`src/rtl/rv32i_pkg.sv`:
```
// Shared types for the instruction/data memory port arbiter.
package rv32i_pkg;

  // Arbiter sequencing: IDLE arbitrates, REQ presents the command, RESP waits for the ack.
  typedef enum logic [1:0] {
    StIdle,
    StReq,
    StResp
  } arb_state_t;

  // Which requester owns the single outstanding transaction.
  typedef enum logic {
    OwnIf,
    OwnDm
  } arb_owner_t;

  localparam int unsigned ARB_STARVE_MAX_DEF = 4;
  localparam int unsigned ARB_STARVE_CNT_W   = 3;

  // Command as latched when leaving IDLE and replayed on the memory port.
  typedef struct packed {
    logic        we;
    logic [3:0]  be;
    logic [31:0] addr;
    logic [31:0] wdata;
  } arb_cmd_t;

  // Instruction fetches are always full-word reads.
  function automatic arb_cmd_t arb_fetch_cmd(input logic [31:0] addr);
    arb_cmd_t cmd;
    cmd.we    = 1'b0;
    cmd.be    = 4'hF;
    cmd.addr  = addr;
    cmd.wdata = 32'h0;
    return cmd;
  endfunction

endpackage

```
`src/rtl/arb_starve_cnt.sv`:
```
// Saturating count of data-side wins while an instruction fetch is waiting.
module arb_starve_cnt
  import rv32i_pkg::*;
(
  input  logic                        clk_i,
  input  logic                        rst_i,
  input  logic                        inc_i,
  input  logic                        clr_i,
  output logic [ARB_STARVE_CNT_W-1:0] cnt_o
);

  logic [ARB_STARVE_CNT_W-1:0] cnt_q, cnt_d;

  // Clear wins over increment; saturate at all-ones.
  always_comb begin
    cnt_d = cnt_q;
    if (clr_i) begin
      cnt_d = '0;
    end else if (inc_i && (cnt_q != '1)) begin
      cnt_d = cnt_q + 1'b1;
    end
  end

  // Counter register.
  always_ff @(posedge clk_i or posedge rst_i) begin
    if (rst_i) begin
      cnt_q <= '0;
    end else begin
      cnt_q <= cnt_d;
    end
  end

  assign cnt_o = cnt_q;

endmodule

```
`src/rtl/mem_port_arbiter.sv`:
```
// Shares one memory port between instruction fetch and data access.
// One transaction in flight; data side has priority. Defining ARB_STARVE_GUARD_EN
// adds a starvation guard that forces a fetch after STARVE_MAX consecutive data wins.
module mem_port_arbiter
  import rv32i_pkg::*;
#(
  parameter int unsigned STARVE_MAX = ARB_STARVE_MAX_DEF
) (
  input  logic        clk_i,
  input  logic        rst_i,
  // Instruction fetch side
  input  logic        if_req_i,
  input  logic [31:0] if_addr_i,
  output logic [31:0] if_rdata_o,
  output logic        if_valid_o,
  // Data side
  input  logic        dm_req_i,
  input  logic        dm_we_i,
  input  logic [3:0]  dm_be_i,
  input  logic [31:0] dm_addr_i,
  input  logic [31:0] dm_wdata_i,
  output logic [31:0] dm_rdata_o,
  output logic        dm_valid_o,
  // Shared memory port
  output logic        mem_req_o,
  output logic        mem_we_o,
  output logic [3:0]  mem_be_o,
  output logic [31:0] mem_addr_o,
  output logic [31:0] mem_wdata_o,
  input  logic        mem_gnt_i,
  input  logic        mem_rvalid_i,
  input  logic [31:0] mem_rdata_i,
  // Pipeline stalls
  output logic        stall_if_o,
  output logic        stall_mem_o
);

  arb_state_t state_q;
  arb_owner_t owner_q;
  arb_cmd_t   cmd_q;

  logic       arb_go;
  logic       fetch_force;
  logic       resp_done;
  arb_owner_t sel_owner;
  arb_cmd_t   sel_cmd;

  // Arbitration only happens from IDLE, which also gives the bubble after each completion.
  assign arb_go = (state_q == StIdle) && (if_req_i || dm_req_i);

`ifdef ARB_STARVE_GUARD_EN
  logic [ARB_STARVE_CNT_W-1:0] starve_cnt;
  logic                        starve_inc;
  logic                        starve_clr;

  assign fetch_force = if_req_i && (starve_cnt == ARB_STARVE_CNT_W'(STARVE_MAX));
  assign starve_inc  = arb_go && (sel_owner == OwnDm) && if_req_i;
  assign starve_clr  = arb_go && (sel_owner == OwnIf);

  arb_starve_cnt u_starve_cnt (
    .clk_i (clk_i),
    .rst_i (rst_i),
    .inc_i (starve_inc),
    .clr_i (starve_clr),
    .cnt_o (starve_cnt)
  );
`else
  logic unused_starve_max;

  assign fetch_force       = 1'b0;
  assign unused_starve_max = ^STARVE_MAX;
`endif

  // Pick the winner and the command it would present if arbitration fires this cycle.
  always_comb begin
    sel_owner = (fetch_force || !dm_req_i) ? OwnIf : OwnDm;
    if (sel_owner == OwnIf) begin
      sel_cmd = arb_fetch_cmd(if_addr_i);
    end else begin
      sel_cmd = '{we: dm_we_i, be: dm_be_i, addr: dm_addr_i, wdata: dm_wdata_i};
    end
  end

  // Transaction sequencer: latch owner/command on leaving IDLE, wait for gnt, then rvalid.
  always_ff @(posedge clk_i or posedge rst_i) begin
    if (rst_i) begin
      state_q <= StIdle;
      owner_q <= OwnDm;
      cmd_q   <= '0;
    end else begin
      unique case (state_q)
        StIdle: begin
          if (arb_go) begin
            state_q <= StReq;
            owner_q <= sel_owner;
            cmd_q   <= sel_cmd;
          end
        end
        StReq: begin
          if (mem_gnt_i) begin
            state_q <= StResp;
          end
        end
        StResp: begin
          if (mem_rvalid_i) begin
            state_q <= StIdle;
          end
        end
        default: state_q <= StIdle;
      endcase
    end
  end

  assign mem_req_o   = (state_q == StReq);
  assign mem_we_o    = cmd_q.we;
  assign mem_be_o    = cmd_q.be;
  assign mem_addr_o  = cmd_q.addr;
  assign mem_wdata_o = cmd_q.wdata;

  // Responses outside RESP are stray (e.g. from a transaction abandoned by reset).
  assign resp_done  = (state_q == StResp) && mem_rvalid_i;
  assign if_valid_o = resp_done && (owner_q == OwnIf);
  assign dm_valid_o = resp_done && (owner_q == OwnDm);
  assign if_rdata_o = if_valid_o ? mem_rdata_i : 32'h0;
  assign dm_rdata_o = dm_valid_o ? mem_rdata_i : 32'h0;

  assign stall_if_o  = if_req_i && !if_valid_o;
  assign stall_mem_o = dm_req_i && !dm_valid_o;

endmodule

```
`config.mk`:
```
export PLATFORM = sky130hd
export DESIGN_NAME = mem_port_arbiter
export DESIGN_NICKNAME = d
export VERILOG_FILES = /design/src/rtl/rv32i_pkg.sv /design/src/rtl/arb_starve_cnt.sv /design/src/rtl/mem_port_arbiter.sv
export SDC_FILE = /design/constraint.sdc
export NUM_CORES = 1
export LEC_CHECK = 0
export ABC_CLOCK_PERIOD_IN_PS = 7050
export CORE_AREA = 2 2 108 110
export DETAILED_ROUTE_END_ITERATION = 12
export DIE_AREA = 0 0 110 112
export PLACE_DENSITY = 0.84
export SETUP_SLACK_MARGIN = 0.1
export SLEW_MARGIN = 20
export SYNTH_ARGS = -nofsm -noshare
export SYNTH_HDL_FRONTEND = slang
export SYNTH_SLANG_ARGS = --single-unit
```
`constraint.sdc`:
```
create_clock -name clk_i -period 7.05 [get_ports clk_i]
set_input_delay 1.41 -clock clk_i [delete_from_list [all_inputs] [get_ports clk_i]]
set_output_delay 1.41 -clock clk_i [all_outputs]
set_load 0.005 [all_outputs]
```
## Word level (Yosys, flattened, before mapping)

Cells that the tools add are included.

- Register bits after elaboration: 72
- Input bits: 139
- Logic and storage cells: 32

- Eq/ne operators: 5
- Muxes and demuxes: 8
- Bitwise operators: 1
- Reduce and logical (&&, ||, !) cells: 12

Operator list:

| operator | number |
|---|---|
| 2-to-1 mux 69 bit | 1 |
| 2-to-1 mux 32 bit | 2 |
| logical AND 1 bit | 6 |
| 2-to-1 mux 2 bit | 3 |
| case mux 2 bit (3 select lines) | 1 |
| inequality test 2 bit (second input constant) | 2 |
| AND reduction 3 bit | 1 |
| equality test 2 x 1 -> 1 bit (second input constant) | 1 |
| equality test 2 bit (second input constant) | 1 |
| logical NOT 1 bit | 2 |
| logical NOT 2 bit | 1 |
| inequality test 2 x 1 -> 1 bit (second input constant) | 1 |
| AND reduction 2 bit | 1 |
| logical OR 1 bit | 1 |
| 2-to-1 mux 1 bit | 1 |
| NOT 1 bit | 1 |

## Depth between registers and ports, before layout

- Depth after elaboration: 5
- Depth in mapped cells: 5

## Worst setup path after synthesis

No wires, ideal clock.

- Path kind: input to output
- From: in mem_rvalid_i
- To: out dm_rdata_o[22]
- Arrival: 2.070 ns
- Data required time: 5.640 ns
- Slack: 3.570 ns
- Cell stages on the path: 3
- Path through: and4b_1 -> clkbuf_1 -> and2_1

- Cells in the longest elaborated chain, start to end: 3

RTL lines:

| element | line | RTL |
|---|---|---|
| from (decl) | mem_port_arbiter.sv:31 | `input logic mem_rvalid_i,` |
| logical AND 1 bit | mem_port_arbiter.sv:121 | `assign resp_done = (state_q == StResp) && mem_rvalid_i;` |
| logical AND 1 bit | mem_port_arbiter.sv:123 | `assign dm_valid_o = resp_done && (owner_q == OwnDm);` |
| via dm_valid_o | mem_port_arbiter.sv:23 | `output logic dm_valid_o,` |
| 2-to-1 mux 32 bit | mem_port_arbiter.sv:125 | `assign dm_rdata_o = dm_valid_o ? mem_rdata_i : 32'h0;` |
| to (decl) | mem_port_arbiter.sv:22 | `output logic [31:0] dm_rdata_o,` |

The timed path passes the listed nets, and every way through them passes these cells.

## Worst setup path after layout

- From: in mem_rvalid_i
- To: out dm_rdata_o[6]

- Cells in the longest elaborated chain, start to end: 3

RTL lines:

| element | line |
|---|---|
| logical AND 1 bit | mem_port_arbiter.sv:121 |
| logical AND 1 bit | mem_port_arbiter.sv:123 |
| 2-to-1 mux 32 bit | mem_port_arbiter.sv:125 |

No other way between the ends.

==> run metrics <==
status completed; postcts setup bufs 0; Seq/Total Area, Yosys 0.503; syn_area_per_cell 13.0 um2; clk root buf clkbuf_16; worst slew pin tran 0.922 ns; total global-route track usage 0.187; largest net degree at the start of global routing 73; RSZ-0062 raised after global routing false; Clock H-tree levels 3; Die Y 112 um; Worst Hold End mem_wdata_o[9]; clock sinks 72; slowest stage delay, CP 0.82 ns; Reg2Reg Capture Point mem_addr_o[26]; Final Cell Area 6720 um2; final hold viol count 0; Avg WL per Cell 16.7 um; LEAKAGE 2.80 nW; Total Wirelength 11600 um; final hold slack 0.500 ns; drt drc 0; CTS Buf Count 9; GPL Wtd Cong 0.847; reg2reg path depth 3; Max Fclk 205 MHz; Final TNS setup 0 ns; die area 12300 um2; CORE AREA 11200 um2; TritonCTS clock tree built; Critical Path Sink Type primary output; most frequent CP cell clkdlybuf4s50_1; skew final 0.00359 ns; Worst VDD drop 217 uV; Hold Path Depth 1; initial core utilization 0.321; sequential cell area 1800 um2; area grow syn2layout 87.3%; Max Cap Viol 0; beginning of the worst hold path mem_wdata_o[9]; Arr. time, crit path 3.47 ns; syn nets 414; Worst Hold Class reg2reg; fill count 899; Final Cycle Share 0.693; synthesized area 3590 um2; fin crit period 4.88 ns; hpwl dp 8960 um; vias per cell 4.65; final setup fails 0; most frequent cells in the layout clkdlybuf4s50_1, dfrtp_1, and2_1; dpl ws 2.12 ns; commonest non-fill, non-tap cell in the layout clkdlybuf4s50_1; Die Width 110 um; crit-path cells clkdlybuf4s50_1 > and4b_1 > and2_1 > clkdlybuf4s50_1; initial antenna violation count 0; Mapped Cells 275; r2r setup slk 5.27 ns; Clock Latency Late Sink 0.33 ns; Antenna Violating Nets Remaining 0; setup ws final 2.17 ns; vias in the first global route 3486; number of antenna diodes 0; Cell Pwr Density 330 nW/um2; WP data required 5.64 ns; clk buf depth 2; CP Class in2out; Initial DRT Pass Iterations 4; IO Count 277; initial drt markers 107; GR Overflow Total 0; Clk pin slew, worst setup/hold paths 0.05 ns; final total power 2.22 mW; FF-to-FF Start state_q[0]; Port Buffers 276; footprint of the multi-input gates 1650 um2; slowest CP cell and4b_1; startpoint types input port; synth warn 0; Row Count 39; post-placement cell area 6420 um2; hold_buf cts 0; Yosys cell types 22; #FFs+latches synth 72; CP Launch Point mem_rvalid_i; Final #Nets 683; post-cts gate resize count 0; Rel. slew slack 0.385; fin. max-slew vios 0; share of layout cells above drive strength 1 0.162; crit path max fanout 34; first-pass GRT wire length 17600 um; via count 3220
## where the power goes
group	total (mW)	internal, mW	switching (mW)
sequential	0.723	0.610	0.113
clock	0.447	0.274	0.173
combinational	1.05	0.701	0.347
## registers in the layout, indices dropped and copies added (netlist names)
signal       flops
state_q          2
mem_be_o         4
owner_q          1
mem_addr_o      32
mem_we_o         1
mem_wdata_o     32
## Yosys cell counts
library cell | n | area [um2]
buf_2 | 13 | 65.1
o21ai_2 | 1 | 8.76
o21a_1 | 1 | 7.51
a22o_1 | 33 | 289
dfrtp_1 | 71 | 1780
inv_1 | 2 | 7.51
nor2_2 | 1 | 6.26
nor2b_1 | 2 | 12.5
o22a_1 | 4 | 35.0
and2_1 | 65 | 407
buf_6 | 5 | 56.3
o21ai_0 | 2 | 10.0
mux2_2 | 36 | 405
mux2_1 | 2 | 22.5
clkbuf_1 | 3 | 11.3
nand2b_1 | 2 | 12.5
dfstp_2 | 1 | 26.3
mux2_4 | 26 | 390
a21o_1 | 1 | 7.51
and4b_1 | 1 | 10.0
nor3b_2 | 1 | 12.5
nand2_1 | 2 | 7.51
## area by class of cell
cell class                      count  area share
Timing Repair Buffer              279       0.414
Sequential cell                    72       0.268
Multi-Input combinational cell    180       0.246
Clock buffer                        9      0.0335
Tap cell                          143      0.0266
Clock inverter                      7      0.0106
Inverter                            2     0.00112
## worst max path at each step
stage / end / slack (ns) / depth (start not counted)
after floorplan: dm_rdata_o[22] / 3.57 / 3
after global placement: dm_rdata_o[28] / 2.31 / 4
after detailed placement: dm_rdata_o[6] / 2.12 / 4
after CTS: dm_rdata_o[6] / 2.12 / 4
after global routing: dm_rdata_o[27] / 2.02 / 4
final: dm_rdata_o[6] / 2.17 / 4
## kinds of logic after synthesis
| kind of cell | Yosys count | synth area share |
|---|---|---|
| AND/OR/NAND/NOR | 74 | 0.130 |
| flip-flops | 72 | 0.503 |
| multiplexers | 64 | 0.228 |
| AO/OA/AOI/OAI | 42 | 0.0998 |
| buffers and inverters | 23 | 0.0391 |
## critical path: cells and delay by family
kind / cells / cell delay (ns)
AND/OR/NAND/NOR: 2 / 1.06
buffers and inverters: 2 / 1.00
## per-layer routing
| metal | GRT usage | part of all wire | vias up |
|---|---|---|---|
| met2 | 0.341 | 0.53 | 179 |
| met4 | 0.0878 | 0.031 | 0 |
| li1 | - | - | 1502 |
| met3 | 0.0574 | 0.097 | 29 |
| met5 | 0 | 0 | - |
| met1 | 0.191 | 0.34 | 1510 |
## metrics by stage
step | util | std cells
2_1_floorplan | - | 275
3_3_place_gp | 0.574 | 676
3_5_place_dp | 0.574 | 676
4_1_cts | 0.601 | 692
5_1_grt | 0.601 | 692
6_report | 0.601 | 692
Note: power is estimated with default switching activity, not from simulation.
==> RTL change 1: new RTL, same flow settings <==
Encoding of `arb_state_t`: now one-hot (3 bits for 3 states).
--- a/src/rtl/rv32i_pkg.sv
+++ b/src/rtl/rv32i_pkg.sv
@@ -2,10 +2,10 @@
 package rv32i_pkg;
 
   // Arbiter sequencing: IDLE arbitrates, REQ presents the command, RESP waits for the ack.
-  typedef enum logic [1:0] {
-    StIdle,
-    StReq,
-    StResp
+  typedef enum logic [2:0] {
+    StIdle = 3'b001,
+    StReq  = 3'b010,
+    StResp = 3'b100
   } arb_state_t;
 
   // Which requester owns the single outstanding transaction.
Check against the original RTL: no difference found for any inputs over 4 cycles, from zero or initial values and one cycle with rst_i high; so few cycles prove little.
==> RTL change 1 against the original RTL <==
Non-clock buffer count rose by 1. Area after synthesis shrank 0.98%. Register-to-register slack worse by 70 ps. Setup slack better by 33 ps. Sequential cell count increased by 1. Wire length increased by 2.8%. Power decreased by 4.5%. Sequential share of layout area up 0.37 points. Hold slack improved by 3.0 ps. Clock power is 3% higher. Final cell count rose by 1.4%. Cell area about the same. Critical endpoint is now if_rdata_o[28]. Highest routed layer unchanged.
==> RTL change 1: results <==
metrics = {
    "outcome": {
        "status": "completed",
    },
    "logic_synthesis": {
        "synth-seq-area-share": 0.515,
        "synth.cells.most_frequent": "dfrtp_1, and2_1, mux2_2",
        "synth.area.top_cells": "dfrtp_1, mux2_2, and2_1",
    },
    "finish": {
        "n_fill_cell": 911,
        "nets": 692,
        "drive_above_1_share": 0.165,
    },
    "critical_path": {
        "critical-path-top-delay-family": "buffers and inverters",
        "rrSetupSlack_ps": 5200,
        "endpoint": "if_rdata_o[28]",
        "r2r_end": "mem_wdata_o[19]",
    },
    "floorplanning": {
        "start_util": 0.318,
    },
    "pwr": {
        "p_clk_frac": 0.217,
        "p_comb_frac": 0.437,
    },
    "global_routing": {
        "grt_max_degree": 74,
        "grt_pass1_wl_um": 18200,
        "grt_pass1_vias": 3494,
    },
    "timing": {
        "skew_ps": 6.10,
        "whs_ps": 503,
        "min_period_ps": 4850,
        "worst_slew_pin_slew_ps": 925,
    },
    "routing": {
        "drtIter0Drc": 119,
        "totalWireLength_um": 11900,
        "vias": 3254,
    },
    "place": {
        "routabilityCongestion": 0.836,
        "dp_slack_ps": 2180,
    },
}
RTL change 1: cell count changes after synthesis, sizes merged, moves of 2 or more:
| cell | before | now |
|---|---|---|
| clkbuf | 3 | 8 |
| buf | 18 | 13 |
| nor3 | 0 | 2 |
| nor2 | 1 | 4 |
RTL change 1: cell type report:
type                       instances  share of cell area
antenna                            1            0.000372
clock buffer                      10              0.0355
clock inverter                     6              0.0100
inverter                           1            0.000558
multi-input combinational        188               0.240
sequential                        73               0.272
tap                              143              0.0266
timing repair buffer             280               0.415
RTL change 1: layer usage:
metal | track usage | up-vias | share of wire
li1 | - | 1535 | -
met5 | 0 | - | 0
met4 | 0.0903 | 0 | 0.036
met1 | 0.204 | 1520 | 0.35
met2 | 0.349 | 173 | 0.52
met3 | 0.0527 | 26 | 0.088
RTL change 1: metrics by stage:
stage	utilization	total power (W)	area, um2
detailed placement	0.574	0.00168	6420
global route	0.602	0.00225	6730
floorplan	-	0.00113	3550
CTS	0.602	0.00216	6720
finish	0.602	0.00212	6730
global placement	0.574	0.00165	6410
RTL change 1: cells by family after synthesis:
| logic type | count (synthesis) | share of synthesized area |
|---|---|---|
| multiplexers | 65 | 0.206 |
| AO/OA/AOI/OAI | 42 | 0.0997 |
| AND/OR/NAND/NOR | 81 | 0.147 |
| buffers and inverters | 22 | 0.0328 |
| flip-flops | 73 | 0.515 |
RTL change 1: worst min path at each step:
| stage | from | end | cells past startpoint |
|---|---|---|---|
| after global routing | mem_wdata_o[23] | mem_wdata_o[23] | 1 |
| after detailed placement | mem_wdata_o[25] | mem_wdata_o[25] | 1 |
| after CTS | mem_addr_o[12] | mem_addr_o[12] | 1 |
| after floorplan | owner_q | owner_q | 1 |
| final | mem_wdata_o[11] | mem_wdata_o[11] | 1 |
| after global placement | mem_wdata_o[30] | mem_wdata_o[30] | 1 |
==> RTL change 2: new RTL, same settings <==
Without the edit above. Build with the macro `ARB_STARVE_GUARD_EN` defined.
--- a/src/rtl/mem_port_arbiter.sv
+++ b/src/rtl/mem_port_arbiter.sv
@@ -1,6 +1,8 @@
 // Shares one memory port between instruction fetch and data access.
 // One transaction in flight; data side has priority. Defining ARB_STARVE_GUARD_EN
 // adds a starvation guard that forces a fetch after STARVE_MAX consecutive data wins.
+`define ARB_STARVE_GUARD_EN
+
 module mem_port_arbiter
   import rv32i_pkg::*;
 #(
Function: same outputs for any inputs over 4 cycles, from zero or initial values and one cycle with rst_i high; that may be too few to reach the edited logic, so the function may still have changed.
==> RTL change 2 against the original RTL <==
Hold slack improved by 5.4 ps. Setup slack improved by 25 ps. Wire length up 9.4%. Area after synthesis increased by 3.0%. Sequential power rose by 2%. Cell area up 1.8%. Sequential cell count rose by 3. Power grew 1.3%.
==> RTL change 2: results <==
metrics = {
    "outcome": {
        "status": "completed",
    },
    "critical_path": {
        "critPathSlowestCell": "nor3b_4",
        "cp_slowest_stage_delay_ps": 790,
        "crit_arrival_ps": 3450,
    },
    "routing": {
        "vias_per_cell": 5.00,
        "drtIter0Drc": 138,
        "totalWireLength_um": 12600,
    },
    "timing": {
        "skew_ps": 6.62,
        "worst_slew_pin_slew_ps": 938,
    },
    "job": {
        "drv_cap": 0,
    },
    "global_routing": {
        "grt_usage": 0.201,
        "grt_pass1_wl_um": 18900,
        "grt_pass1_vias": 3700,
        "grt_max_degree": 76,
    },
    "place": {
        "dpl.hpwl_um": 9480,
        "routabilityCongestion": 0.806,
    },
    "finish": {
        "n_fill_cell": 913,
        "drive_above_1_share": 0.101,
        "nets": 702,
    },
    "cts": {
        "ctsResizeCount": 0,
        "postCtsSetupRepairBufs": 0,
    },
    "logic_synthesis": {
        "synth.area.top_cells": "dfrtp_1, and2_1, nor3b_2",
        "syn_nets": 439,
        "synth-seq-area-share": 0.508,
        "synth.cells.most_frequent": "dfrtp_1, and2_1, a22o_1",
        "synth-async-reset-ratio": 1.00,
        "synthDistinctLibCells": 28,
    },
    "pwr": {
        "peakVddDrop_v": 0.000182,
        "switchingPower_w": 0.000695,
        "power.leakage_nw": 2.75,
    },
}
-- RTL change 2: changes by cell type after synthesis, moves of 3 or more --
cell | before | now
a221o_1 | 0 | 32
dfrtp_1 | 71 | 74
mux2_4 | 26 | 0
mux2_2 | 36 | 1
clkbuf_1 | 3 | 11
buf_2 | 13 | 8
nor3b_2 | 1 | 32
ha_1 | 0 | 3
buf_4 | 0 | 3
-- RTL change 2: logic make-up (layout without fill, tap and decap cells) --
family / after synthesis / count (layout) / synth area share
simple gates: 109 / 109 / 0.239
compound gates: 78 / 78 / 0.192
flops: 75 / 75 / 0.508
buf+inv: 31 / 299 / 0.0474
fa+ha+maj: 3 / 3 / 0.0102
mux: 1 / 1 / 0.00305
-- RTL change 2: cell type report --
cell class / count / share of cell area
clock inverter: 5 / 0.00897
inverter: 4 / 0.00220
clock buffer: 11 / 0.0355
sequential: 75 / 0.275
multi-input combinational: 191 / 0.245
tap: 143 / 0.0262
timing repair buffer: 279 / 0.407
-- RTL change 2: power groups by stage --
stage	Sequential, W	Clock, W	Combinational, W
after global placement	0.000733	0	0.00103
after global routing	0.000764	0.000492	0.00113
after detailed placement	0.000745	0	0.00106
final	0.000741	0.000460	0.00105
after floorplan	0.000747	0	0.000459
after CTS	0.000741	0.000472	0.00106
-- RTL change 2: critical path, delay by kind of cell --
family | cells | cell delay (ps)
buf+inv | 2 | 1000
simple gates | 2 | 1030
-- RTL change 2: path summary, 6_finish.rpt --
kind	depth (start not counted)	slack [ps]	from	endpoint
max	4	2190	mem_rvalid_i	if_rdata_o[30]
min	1	510	mem_wdata_o[10]	mem_wdata_o[10]
max reg2reg	4	5050	state_q[0]	mem_addr_o[8]
min reg2reg	1	510	mem_wdata_o[10]	mem_wdata_o[10]
max in group asynchronous	3	4780	rst_i	mem_addr_o[8]
min in group asynchronous	3	1700	rst_i	mem_wdata_o[20]
-- RTL change 2: per-stage QoR --
| stage | std cells | hold slack (ps) | util | worst slack [ps] | instance area, um2 |
|---|---|---|---|---|---|
| 2_1_floorplan | 297 | 498 | - | 3550 | 3700 |
| 3_3_place_gp | 692 | 488 | 0.583 | 2000 | 6520 |
| 3_5_place_dp | 692 | 490 | 0.584 | 2170 | 6530 |
| 4_1_cts | 708 | 507 | 0.612 | 2170 | 6830 |
| 5_1_grt | 708 | 516 | 0.612 | 2040 | 6840 |
| 6_report | 708 | 505 | 0.612 | 2190 | 6840 |
-- RTL change 2: routing by layer --
| metal | vias up | GRT usage | part of all wire |
|---|---|---|---|
| li1 | 1632 | - | - |
| met5 | - | 0 | 0 |
| met3 | 18 | 0.0544 | 0.090 |
| met4 | 0 | 0.0734 | 0.017 |
| met1 | 1709 | 0.221 | 0.37 |
| met2 | 178 | 0.361 | 0.53 |
